`src/rtl/bus_master_arbiter_pkg.sv`:
```
// ----------------------------------------------------------------------------
// bus_master_arbiter_pkg
// Shared definitions for the four-master shared-bus arbiter:
//   - FSM state encodings (BUS_ARB_ST_HOLD / BUS_ARB_ST_GAP)
//   - owner index constants BUS_OWNER_0..3
//   - bus direction levels READ / WRITE
//   - active-low level names ENABLE_ / DISABLE_
//   - candidate search helpers for round-robin and fixed-priority policies
// ----------------------------------------------------------------------------
package bus_master_arbiter_pkg;

    localparam int NUM_MASTERS = 4;

    typedef enum logic {
        BUS_ARB_ST_HOLD = 1'b0,
        BUS_ARB_ST_GAP  = 1'b1
    } bus_arb_state_e;

    localparam logic [1:0] BUS_OWNER_0 = 2'd0;
    localparam logic [1:0] BUS_OWNER_1 = 2'd1;
    localparam logic [1:0] BUS_OWNER_2 = 2'd2;
    localparam logic [1:0] BUS_OWNER_3 = 2'd3;

    localparam logic READ  = 1'b1;
    localparam logic WRITE = 1'b0;

    localparam logic ENABLE_  = 1'b0;
    localparam logic DISABLE_ = 1'b1;

    // Round-robin pick: {found, index}. Searches owner+1, owner+2, owner+3
    // (mod 4); the current owner is never part of its own search. Iterating
    // from the farthest slot down lets the nearest requester win.
    function automatic logic [2:0] bus_arb_rr_pick(input logic [1:0] owner,
                                                   input logic [3:0] req);
        logic [2:0] r;
        logic [1:0] idx;
        r = 3'b000;
        for (int i = 3; i >= 1; i--) begin
            idx = owner + 2'(i);
            if (req[idx]) r = {1'b1, idx};
        end
        return r;
    endfunction

    // Fixed-priority pick: {found, index} of the lowest-index requester.
    function automatic logic [2:0] bus_arb_fixed_pick(input logic [3:0] req);
        logic [2:0] r;
        r = 3'b000;
        for (int i = 3; i >= 0; i--) begin
            if (req[i]) r = {1'b1, 2'(i)};
        end
        return r;
    endfunction

endpackage

```
`src/rtl/bus_master_mux.sv`:
```
// ----------------------------------------------------------------------------
// bus_master_mux
// Combinational 4:1 select of the master-side address, strobe, direction and
// write data onto the shared slave side, keyed by the current owner index.
// The address strobe can be forced inactive (high) during the ownership gap;
// the other outputs keep following the selected master.
// Ports:
//   i_sel          owner index
//   i_force_as_hi  force o_as_ inactive
//   i_addr/i_as_/i_rw/i_wr_data  per-master bus signals, index = master
//   o_addr/o_as_/o_rw/o_wr_data  shared-bus outputs
// ----------------------------------------------------------------------------
module bus_master_mux
    import bus_master_arbiter_pkg::*;
#(
    parameter int WORD_ADDR_W = 30,
    parameter int WORD_DATA_W = 32
) (
    input  logic [1:0]                    i_sel,
    input  logic                          i_force_as_hi,
    input  logic [3:0][WORD_ADDR_W-1:0]   i_addr,
    input  logic [3:0]                    i_as_,
    input  logic [3:0]                    i_rw,
    input  logic [3:0][WORD_DATA_W-1:0]   i_wr_data,
    output logic [WORD_ADDR_W-1:0]        o_addr,
    output logic                          o_as_,
    output logic                          o_rw,
    output logic [WORD_DATA_W-1:0]        o_wr_data
);

    assign o_addr    = i_addr[i_sel];
    assign o_as_     = i_force_as_hi ? DISABLE_ : i_as_[i_sel];
    assign o_rw      = i_rw[i_sel];
    assign o_wr_data = i_wr_data[i_sel];

endmodule

```
`src/rtl/bus_master_arbiter.sv`:
```
// ----------------------------------------------------------------------------
// bus_master_arbiter
// Four-master shared-bus arbiter plus master multiplexer. The bus is always
// parked on one owner; ownership moves only when the owner releases its
// request (req_ high) and another master is requesting. Every change of owner
// inserts exactly one dead cycle (all grants high, s_as_ forced high).
//
// Configuration macro:
//   BUS_ARB_FIXED_PRIO_EN  defined   -> lowest-index requester wins (m0 first)
//                          undefined -> round-robin starting at owner+1
//
// Ports:
//   clk, reset                 clock, synchronous active-high reset
//   mN_req_ (N=0..3)           bus request, active low
//   mN_addr/mN_as_/mN_rw/mN_wr_data  master N bus signals
//   mN_grnt_                   grant, active low, at most one low
//   s_addr/s_as_/s_rw/s_wr_data     shared slave-side bus
// ----------------------------------------------------------------------------
module bus_master_arbiter
    import bus_master_arbiter_pkg::*;
#(
    parameter int WORD_ADDR_W = 30,
    parameter int WORD_DATA_W = 32
) (
    input  logic                   clk,
    input  logic                   reset,

    input  logic                   m0_req_,
    input  logic [WORD_ADDR_W-1:0] m0_addr,
    input  logic                   m0_as_,
    input  logic                   m0_rw,
    input  logic [WORD_DATA_W-1:0] m0_wr_data,
    output logic                   m0_grnt_,

    input  logic                   m1_req_,
    input  logic [WORD_ADDR_W-1:0] m1_addr,
    input  logic                   m1_as_,
    input  logic                   m1_rw,
    input  logic [WORD_DATA_W-1:0] m1_wr_data,
    output logic                   m1_grnt_,

    input  logic                   m2_req_,
    input  logic [WORD_ADDR_W-1:0] m2_addr,
    input  logic                   m2_as_,
    input  logic                   m2_rw,
    input  logic [WORD_DATA_W-1:0] m2_wr_data,
    output logic                   m2_grnt_,

    input  logic                   m3_req_,
    input  logic [WORD_ADDR_W-1:0] m3_addr,
    input  logic                   m3_as_,
    input  logic                   m3_rw,
    input  logic [WORD_DATA_W-1:0] m3_wr_data,
    output logic                   m3_grnt_,

    output logic [WORD_ADDR_W-1:0] s_addr,
    output logic                   s_as_,
    output logic                   s_rw,
    output logic [WORD_DATA_W-1:0] s_wr_data
);

    bus_arb_state_e r_state;
    bus_arb_state_e w_state_nxt;
    logic [1:0]     r_owner;
    logic [1:0]     w_owner_nxt;

    logic [3:0]     w_req;      // active-high request vector
    logic [2:0]     w_pick;     // {found, index}
    logic [3:0]     w_grnt_;
    logic           w_gap;

    assign w_req = ~{m3_req_, m2_req_, m1_req_, m0_req_};

`ifdef BUS_ARB_FIXED_PRIO_EN
    assign w_pick = bus_arb_fixed_pick(w_req);
`else
    assign w_pick = bus_arb_rr_pick(r_owner, w_req);
`endif

    always_ff @(posedge clk) begin
        if (reset) begin
            r_owner <= BUS_OWNER_0;
            r_state <= BUS_ARB_ST_HOLD;
        end else begin
            r_owner <= w_owner_nxt;
            r_state <= w_state_nxt;
        end
    end

    always_comb begin
        w_owner_nxt = r_owner;
        w_state_nxt = r_state;
        w_grnt_     = {4{DISABLE_}};
        w_gap       = 1'b0;
        case (r_state)
            BUS_ARB_ST_HOLD: begin
                // Grant is parked on the owner whether or not it requests.
                w_grnt_[r_owner] = ENABLE_;
                // Any cycle the owner's request is high counts as a release.
                if (!w_req[r_owner] && w_pick[2] && (w_pick[1:0] != r_owner)) begin
                    w_owner_nxt = w_pick[1:0];
                    w_state_nxt = BUS_ARB_ST_GAP;
                end
            end
            BUS_ARB_ST_GAP: begin
                // Owner already points at the new master; just idle one cycle.
                w_gap       = 1'b1;
                w_state_nxt = BUS_ARB_ST_HOLD;
            end
            default: begin
                w_state_nxt = BUS_ARB_ST_HOLD;
            end
        endcase
    end

    assign m0_grnt_ = w_grnt_[0];
    assign m1_grnt_ = w_grnt_[1];
    assign m2_grnt_ = w_grnt_[2];
    assign m3_grnt_ = w_grnt_[3];

    bus_master_mux #(
        .WORD_ADDR_W (WORD_ADDR_W),
        .WORD_DATA_W (WORD_DATA_W)
    ) u_mux (
        .i_sel         (r_owner),
        .i_force_as_hi (w_gap),
        .i_addr        ({m3_addr, m2_addr, m1_addr, m0_addr}),
        .i_as_         ({m3_as_, m2_as_, m1_as_, m0_as_}),
        .i_rw          ({m3_rw, m2_rw, m1_rw, m0_rw}),
        .i_wr_data     ({m3_wr_data, m2_wr_data, m1_wr_data, m0_wr_data}),
        .o_addr        (s_addr),
        .o_as_         (s_as_),
        .o_rw          (s_rw),
        .o_wr_data     (s_wr_data)
    );

endmodule
```
`config.mk`:
```
export PLATFORM = sky130hd
export DESIGN_NAME = bus_master_arbiter
export DESIGN_NICKNAME = d
export VERILOG_FILES = /design/src/rtl/bus_master_arbiter_pkg.sv /design/src/rtl/bus_master_mux.sv /design/src/rtl/bus_master_arbiter.sv
export SDC_FILE = /design/constraint.sdc
export NUM_CORES = 1
export LEC_CHECK = 0
export BUFFER_PORTS_ARGS = -buffer_cell sky130_fd_sc_hd__clkbuf_2
export CORE_AREA = 4 4 125 127
export DETAILED_ROUTE_END_ITERATION = 8
export DIE_AREA = 0 0 129 131
export GPL_ROUTABILITY_DRIVEN = 0
export PLACE_DENSITY = 0.49
export SYNTH_ARGS = -nofsm -noshare
export SYNTH_HDL_FRONTEND = slang
export SYNTH_SLANG_ARGS = --single-unit
```
`constraint.sdc`:
```
create_clock -name clk -period 5.9 [get_ports clk]
set_input_delay 0.885 -clock clk [delete_from_list [all_inputs] [get_ports clk]]
set_output_delay 0.885 -clock clk [all_outputs]
set_load 0.005 [all_outputs]
```
# Word-level counts from Yosys, hierarchy flattened
# Cells that the tools add are included.
[op_classes]
addsub = 3
magnitude_cmp = 5
eq_ne = 1
muxes = 26
bitwise_logic = 3
reduce_logical = 5
[op_table]
columns = ["op", "n"]
rows = [
  ["32-bit binary-select mux with 2-bit select", 1],
  ["30-bit binary-select mux with 2-bit select", 1],
  ["32-bit 2-to-1 mux", 1],
  ["30-bit 2-to-1 mux", 1],
  ["1-bit binary-select mux with 2-bit select", 6],
  ["2-bit by 3-bit less-than comparator with 1-bit output, second input constant", 4],
  ["1-bit 2-to-1 mux", 10],
  ["3-bit 2-to-1 mux", 3],
  ["4-bit inverter", 2],
  ["2-bit adder, second input constant", 2],
  ["4-bit 2-to-1 mux", 1],
  ["1-bit logical AND", 3],
  ["2-bit by 1-bit adder with 2-bit output, second input constant", 1],
  ["1-bit demux with 2-bit select", 1],
  ["2-bit by 1-bit greater-or-equal comparator with 1-bit output, second input constant", 1],
  ["2-bit inequality test", 1],
  ["1-bit one-hot mux with 2 select lines", 1],
  ["2-bit AND reduction", 1],
  ["1-bit logical NOT", 1],
  ["1-bit inverter", 1],
]
[totals]
reg_bits = 3
in_bits = 262
out_inout_bits = 68
elab_cells = 45

# Depth between registers and ports, before layout
# Gate-level depths: netlist of the first run.
[logic_depth]
word_depth = 10
ltp_mapped = 8
ltp_nobuf = 6

# Cells and area by module
# From an unflattened synthesis of the first run, not the netlist that was laid out.
[unflattened]
cells_unflattened = 121
hier_area_um2 = 2100.8
[by_module_without_submodules]
columns = ["module", "n_inst", "cells_each", "area_per_inst_um2", "seq_area_each_um2"]
rows = [
  ["bus_master_mux", 1, 79, 1719.1, 0.0],
  ["bus_master_arbiter", 1, 42, 381.6, 60.1],
]

# Least setup slack after synthesis of the first run
# No wires, ideal clock.
[synth_path]
path_kind = "input to output"
start = "input m3_as_"
end = "output s_as_"
arrival_ps = 1600
t_required_ps = 5015
path_slack_ps = 3415
stages = 2
n_path_buf = 0
cell_sequence = "mux4_2 > or2_2"
[synth_between]
elab_chain_len = 3
[synth_rtl]
columns = ["item", "line", "text"]
rows = [
  ["start: declaration", "bus_master_arbiter.sv:51", "input logic m3_as_,"],
  ["1-bit binary-select mux with 2-bit select", "bus_master_mux.sv:32", "assign o_as_ = i_force_as_hi ? DISABLE_ : i_as_[i_sel];"],
  ["1-bit 2-to-1 mux (implied by the code)", "bus_master_mux.sv:32", ""],
  ["1-bit 2-to-1 mux", "bus_master_mux.sv:32", ""],
  ["end: declaration", "bus_master_arbiter.sv:57", "output logic s_as_,"],
]
# No other way between the ends. The select of a mux whose other input is x is not followed.

# Worst setup path in the final report of the first run
[layout_path]
start = "register r_owner[0]"
end = "output s_wr_data[19]"
[layout_between]
elab_chain_len = 2
[layout_rtl]
columns = ["item", "line", "text"]
rows = [
  ["start: declaration", "bus_master_arbiter.sv:64", "logic [1:0] r_owner;"],
  ["start signal: assignment", "bus_master_arbiter.sv:85", "r_owner <= w_owner_nxt;"],
  ["32-bit binary-select mux with 2-bit select", "bus_master_mux.sv:34", "assign o_wr_data = i_wr_data[i_sel];"],
  ["32-bit 2-to-1 mux (implied by the code)", "bus_master_mux.sv:34", ""],
  ["end: declaration", "bus_master_arbiter.sv:59", "output logic [WORD_DATA_W-1:0] s_wr_data"],
]
# No other way between the ends. The select of a mux whose other input is x is not followed.

==> results of run 1 <==
==> layout make-up <==
cell class,count,area (um2)
Clock buffer,4,78.83
Fill cell,1550,10640
Inverter,2,7.507
Multi-Input combinational cell,103,1743
Sequential cell,3,67.56
Tap cell,184,230.2
Timing Repair Buffer,330,1654
==> critical path, delay by kind of cell (launching register included) <==
kind | cells | cell delay (ns)
buf+inv | 2 | 0.79
flops | 1 | 0.76
mux | 1 | 0.60
==> registers in the layout (all words and copies together) (netlist names) <==
name	count
r_owner	2
r_state	1
==> worst max-delay path by stage <==
stage / start / endpoint / slack [ns] / cells past startpoint
final: r_owner[0] / s_wr_data[19] / 2.62 / 3
after CTS: r_owner[0] / s_wr_data[19] / 2.50 / 3
after floorplan: m3_as_ / s_as_ / 3.42 / 2
after global placement: r_owner[0] / s_wr_data[19] / 2.83 / 3
after detailed placement: r_owner[0] / s_wr_data[19] / 2.74 / 3
after global routing: r_owner[0] / s_wr_data[19] / 2.38 / 3
==> synthesized netlist by cell type <==
| library cell | n | share of area (%) |
|---|---|---|
| mux4_2 | 64 | 74 |
| buf_2 | 11 | 2.8 |
| buf_6 | 6 | 3.5 |
| nor2_1 | 6 | 1.2 |
| ha_1 | 4 | 2.6 |
| nand2b_1 | 4 | 1.3 |
| nand3_1 | 4 | 1.0 |
| a21oi_1 | 3 | 0.77 |
| dfxtp_1 | 3 | 3.1 |
| mux2_2 | 3 | 1.7 |
| a32o_1 | 2 | 1.0 |
| inv_1 | 2 | 0.39 |
| mux2i_1 | 2 | 1.0 |
| o21ai_0 | 2 | 0.52 |
| a221oi_2 | 1 | 0.77 |
| a22oi_2 | 1 | 0.64 |
| a311oi_1 | 1 | 0.45 |
| a31oi_1 | 1 | 0.32 |
| buf_4 | 1 | 0.39 |
| mux2_4 | 1 | 0.77 |
| nor2b_1 | 1 | 0.32 |
| nor2b_2 | 1 | 0.45 |
| or2_2 | 1 | 0.32 |
| or3_1 | 1 | 0.32 |
==> cell families after synthesis <==
kind of cell,synth area share (%)
AO/OA/AOI/OAI,4.513
adder cells (fa/ha/maj),2.579
multiplexers,77.82
flip-flops,3.095
AND/OR/NAND/NOR,4.901
buffers and inverters,7.092
==> per-stage QoR <==
step                util (%)  instances  setup WS [ns]  instance area, um2
floorplan                  -        126          3.415                1941
global placement       25.67        622          2.830                3702
detailed placement     25.67        622          2.743                3702
global route           26.21        626          2.378                3781
finish                 26.21        626          2.623                3781
CTS                    26.21        626          2.505                3781
==> routing by layer <==
layer / track usage (%) / up-vias / share of wire (%)
met4: 0.9265 / 0 / 0.16
met1: 13.23 / 1356 / 36
met5: 0 / - / 0
met3: 2.846 / 4 / 11
met2: 18.75 / 172 / 53
li1: - / 1217 / -
==> power by group through the flow <==
stage	registers [W]	clock network [W]	logic [W]
after floorplan	0.0000284	0	0.000344
after global placement	0.0000908	0	0.000494
after detailed placement	0.0000959	0	0.000500
after CTS	0.0000957	0.000108	0.000502
after global routing	0.000101	0.000111	0.000536
final	0.0000920	0.000105	0.000495
==> impl_metrics.json, run 1 <==
{
  "power.internal_w": 0.0004429,
  "status": "finished, final reports clean",
  "hold_depth": 2,
  "die_height_um": 131,
  "antenna_left": 0,
  "start_kind": "flip-flop",
  "die_w_um": 129,
  "arrival_ns": 2.39,
  "critPathSlowestCell": "dfxtp_4",
  "r2r_cells": 6,
  "timing.setup.tns_ns": 0,
  "yosys_warnings": 0,
  "cap_viol_max_count": 0,
  "clk_path_buf_depth": 2,
  "power_frac_seq_pct": 13.3,
  "initial_core_util_pct": 13.45,
  "cts_resized": 0,
  "drv_slew": 0,
  "drc": 0,
  "cp_max_fo": 38,
  "finalNetCount": 709,
  "setup_viol_count_final": 0,
  "p_leak_nw": 1.888,
  "die_area_um2": 16900,
  "antenna_found_initial": 0,
  "vias": 2749,
  "synth_seq_area_share_pct": 3.095,
  "clockPowerShare_pct": 15.2,
  "synth_nets": 392,
  "p_sw_share_pct": 36.03,
  "fin_crit_ns": 3.277,
  "drive_gt1_share_pct": 92.08,
  "p_comb_share_pct": 71.5,
  "reg2reg_slack_ns": 3.22,
  "dr.pass1.iters": 4,
  "n_antenna_cell": 0,
  "grt_pass1_vias": 2836,
  "p_sw_w": 0.0002495,
  "layout_common_cells": "clkbuf_2 (329), mux4_2 (64), nor2_1 (6)",
  "rsz0062_at_grt": "no",
  "grt-ovfl-total": 0,
  "routedWlPerCell_um": 16.68,
  "grt_use_total_pct": 10.51,
  "htree_levels": 1,
  "synth_cell_types": 24,
  "hp-start": "r_state",
  "root_buffer": "clkbuf_16",
  "cts_tree": "done",
  "area_growth_syn_to_layout_pct": 94.84,
  "post_cts_buffers": 0,
  "post-dp-hpwl_um": 9526,
  "clock-sinks": 3,
  "drt_iter0_markers": 91,
  "yosys_register_bits": 3,
  "cp.required_ns": 5.02,
  "finalHoldViolations": 0,
  "power_density_nw_per_um2": 183.1,
  "clkTransAtPathRegs_ns": 0.03,
  "top_level_ports": 330,
  "slowest_delay_ns": 0.76,
  "r2r_end": "r_owner[0]",
  "layout_commonest_cell": "clkbuf_2",
  "endpoint_kind": "output port",
  "power_w": 0.0006924,
  "grt_max_degree": 75,
  "cts_hold_buffers": 0,
  "hold_path.class": "flip-flop to flip-flop",
  "fin_hold_ws_ns": 0.6860,
  "core_area_um2": 14420,
  "max_freq_mhz": 305.1,
  "cts_buffers": 3,
  "slew_headroom_pct": 34.56,
  "synthCells": 126,
  "wirelength_um": 10440,
  "r2r-start": "r_owner[1]",
  "avgSynthCellArea_um2": 15.40,
  "crit_type": "flip-flop to output port",
  "peakVddDrop_uv": 112.2,
  "io_buffer_count": 329,
  "num_rows": 44,
  "synth_area_um2": 1941,
  "finClkSkew_ns": 0.002388,
  "path_cells": "buf_4 > mux4_2 > clkbuf_2",
  "tightest_slew_ns": 0.9817,
  "avgViaCountPerCell": 4.391,
  "hold_path_end": "r_owner[0]",
  "grt_pass1_wl_um": 14200,
  "period_share_pct": 55.55,
  "clk_latency_ns": 0.22
}
Power figures use the tool's default switching activity.
==> run 2: changes to the inputs <==
Settings changed: PLACE_DENSITY 0.49 to 0.51.
Clock period 5.9 ns to 2.86 ns, I/O delays scaled along.
==> run 2 against run 1 <==
Effect of this change:
- first-iteration DRC count up 49%
- critical path depth unchanged
- worst setup slack got worse by 2.1 ns
- final area grew 1.1%
- hold slack lost 0.25 ns
- global-route usage hardly changed
- clock power up 110%
- critical endpoint is now s_wr_data[1]
- largest power group unchanged
==> impl_metrics.json, run 2 (same netlist as run 1, synthesis figures left out) <==
{
  "status": "finished, final reports clean",
  "num_rows": 44,
  "finalNetCount": 713,
  "slew_headroom_pct": 65.82,
  "peakVddDrop_uv": 233.2,
  "timing.setup.tns_ns": 0,
  "hold_path.class": "primary input to flip-flop",
  "clk_path_buf_depth": 2,
  "cts_buffers": 3,
  "routedWlPerCell_um": 16.90,
  "power_density_nw_per_um2": 383.8,
  "finClkSkew_ns": 0.0001280,
  "grt_use_total_pct": 10.54,
  "rsz0062_at_grt": "no",
  "grt_max_degree": 41,
  "start_kind": "flip-flop",
  "drv_slew": 0,
  "period_share_pct": 80.50,
  "hold_path_end": "r_owner[0]",
  "r2r_cells": 6,
  "arrival_ns": 1.87,
  "grt_pass1_wl_um": 14300,
  "cp_max_fo": 40,
  "antenna_left": 0,
  "core_area_um2": 14420,
  "fin_crit_ns": 2.302,
  "die_area_um2": 16900,
  "avgViaCountPerCell": 4.356,
  "drive_gt1_share_pct": 92.15,
  "setup_ws_ns": 0.5578,
  "die_height_um": 131,
  "layout_common_cells": "clkbuf_2 (329), mux4_2 (64), nor2_1 (6)",
  "reg_top3": "r_owner x2, r_state x1",
  "postLayoutCoreUtil_pct": 26.51,
  "setup_viol_count_final": 0,
  "htree_levels": 1,
  "cts_resized": 0,
  "post_cts_buffers": 0,
  "endpoint_kind": "output port",
  "stdcell_area_um2": 3824,
  "cap_viol_max_count": 0,
  "wirelength_um": 10650,
  "placed_area_um2": 3745,
  "n_antenna_cell": 0,
  "hp-start": "reset",
  "root_buffer": "clkbuf_16",
  "layout_commonest_cell": "clkbuf_2",
  "clkTransAtPathRegs_ns": 0.03,
  "max_freq_mhz": 434.4,
  "post-dp-hpwl_um": 9776,
  "r2r-start": "r_owner[0]",
  "antenna_found_initial": 0,
  "grt-ovfl-total": 0,
  "drc": 0,
  "cp.required_ns": 2.43,
  "area_growth_syn_to_layout_pct": 97.03,
  "hold_depth": 2,
  "finalHoldViolations": 0,
  "drt_iter0_markers": 136,
  "top_level_ports": 330,
  "initial_core_util_pct": 13.45,
  "dr.pass1.iters": 4,
  "top_register": "r_owner",
  "io_buffer_count": 329,
  "tightest_slew_ns": 0.5128,
  "cts_hold_buffers": 0,
  "reg2reg_slack_ns": 0.73,
  "cts_tree": "done",
  "p_leak_nw": 1.913,
  "clk_latency_ns": 0.22,
  "crit_type": "flip-flop to output port",
  "power_w": 0.001467,
  "r2r_end": "r_owner[0]",
  "pre_cts_ws_ns": 0.7164,
  "clock-sinks": 3,
  "critPathLaunch": "r_owner[0]",
  "vias": 2744,
  "largest_reg_flops": 2,
  "grt_pass1_vias": 2817,
  "die_w_um": 129
}
==> run 2: cell count changes in the layout (fill, tap and decap cells not counted), sizes merged <==
| cell | before | now |
|---|---|---|
| buf | 1 | 5 |
==> run 2: layout make-up <==
class	instances	area [um2]
Clock buffer	4	78.83
Inverter	2	7.507
Tap cell	184	230.2
Multi-Input combinational cell	103	1743
Fill cell	1550	10600
Sequential cell	3	67.56
Timing Repair Buffer	334	1697
==> run 2: worst max-delay path by stage <==
stage	end
3_5_place_dp	r_owner[0]
6_report	s_wr_data[1]
2_1_floorplan	r_owner[0]
3_3_place_gp	r_owner[0]
4_1_cts	s_wr_data[1]
5_1_grt	s_wr_data[1]
==> run 2: critical path, stage by stage (launching register included) <==
cell and delay [ns]:
dfxtp_4 0.58, buf_12 0.32, mux4_2 0.55, clkbuf_2 0.15
==> run 2: per-stage QoR <==
step	hold slack, ns	instances
6_report	0.4361	630
5_1_grt	0.4478	630
4_1_cts	0.4297	630
3_5_place_dp	0.6578	626
3_3_place_gp	0.6554	626
2_1_floorplan	0.5011	126
==> run 2: per-layer routing <==
layer | vias up | part of all wire (%) | wire length [um] | global-route usage [%]
li1 | 1224 | - | - | -
met4 | 0 | 1.5 | 161 | 2.409
met1 | 1331 | 36 | 3805 | 13.34
met5 | - | 0 | 0 | 0
met3 | 14 | 11 | 1134 | 2.561
met2 | 175 | 52 | 5543 | 18.23
==> run 2: power breakdown <==
part           switching (W)  internal (W)
logic               0.000458      0.000693
clock network      0.0000344      0.000184
registers          0.0000446     0.0000535
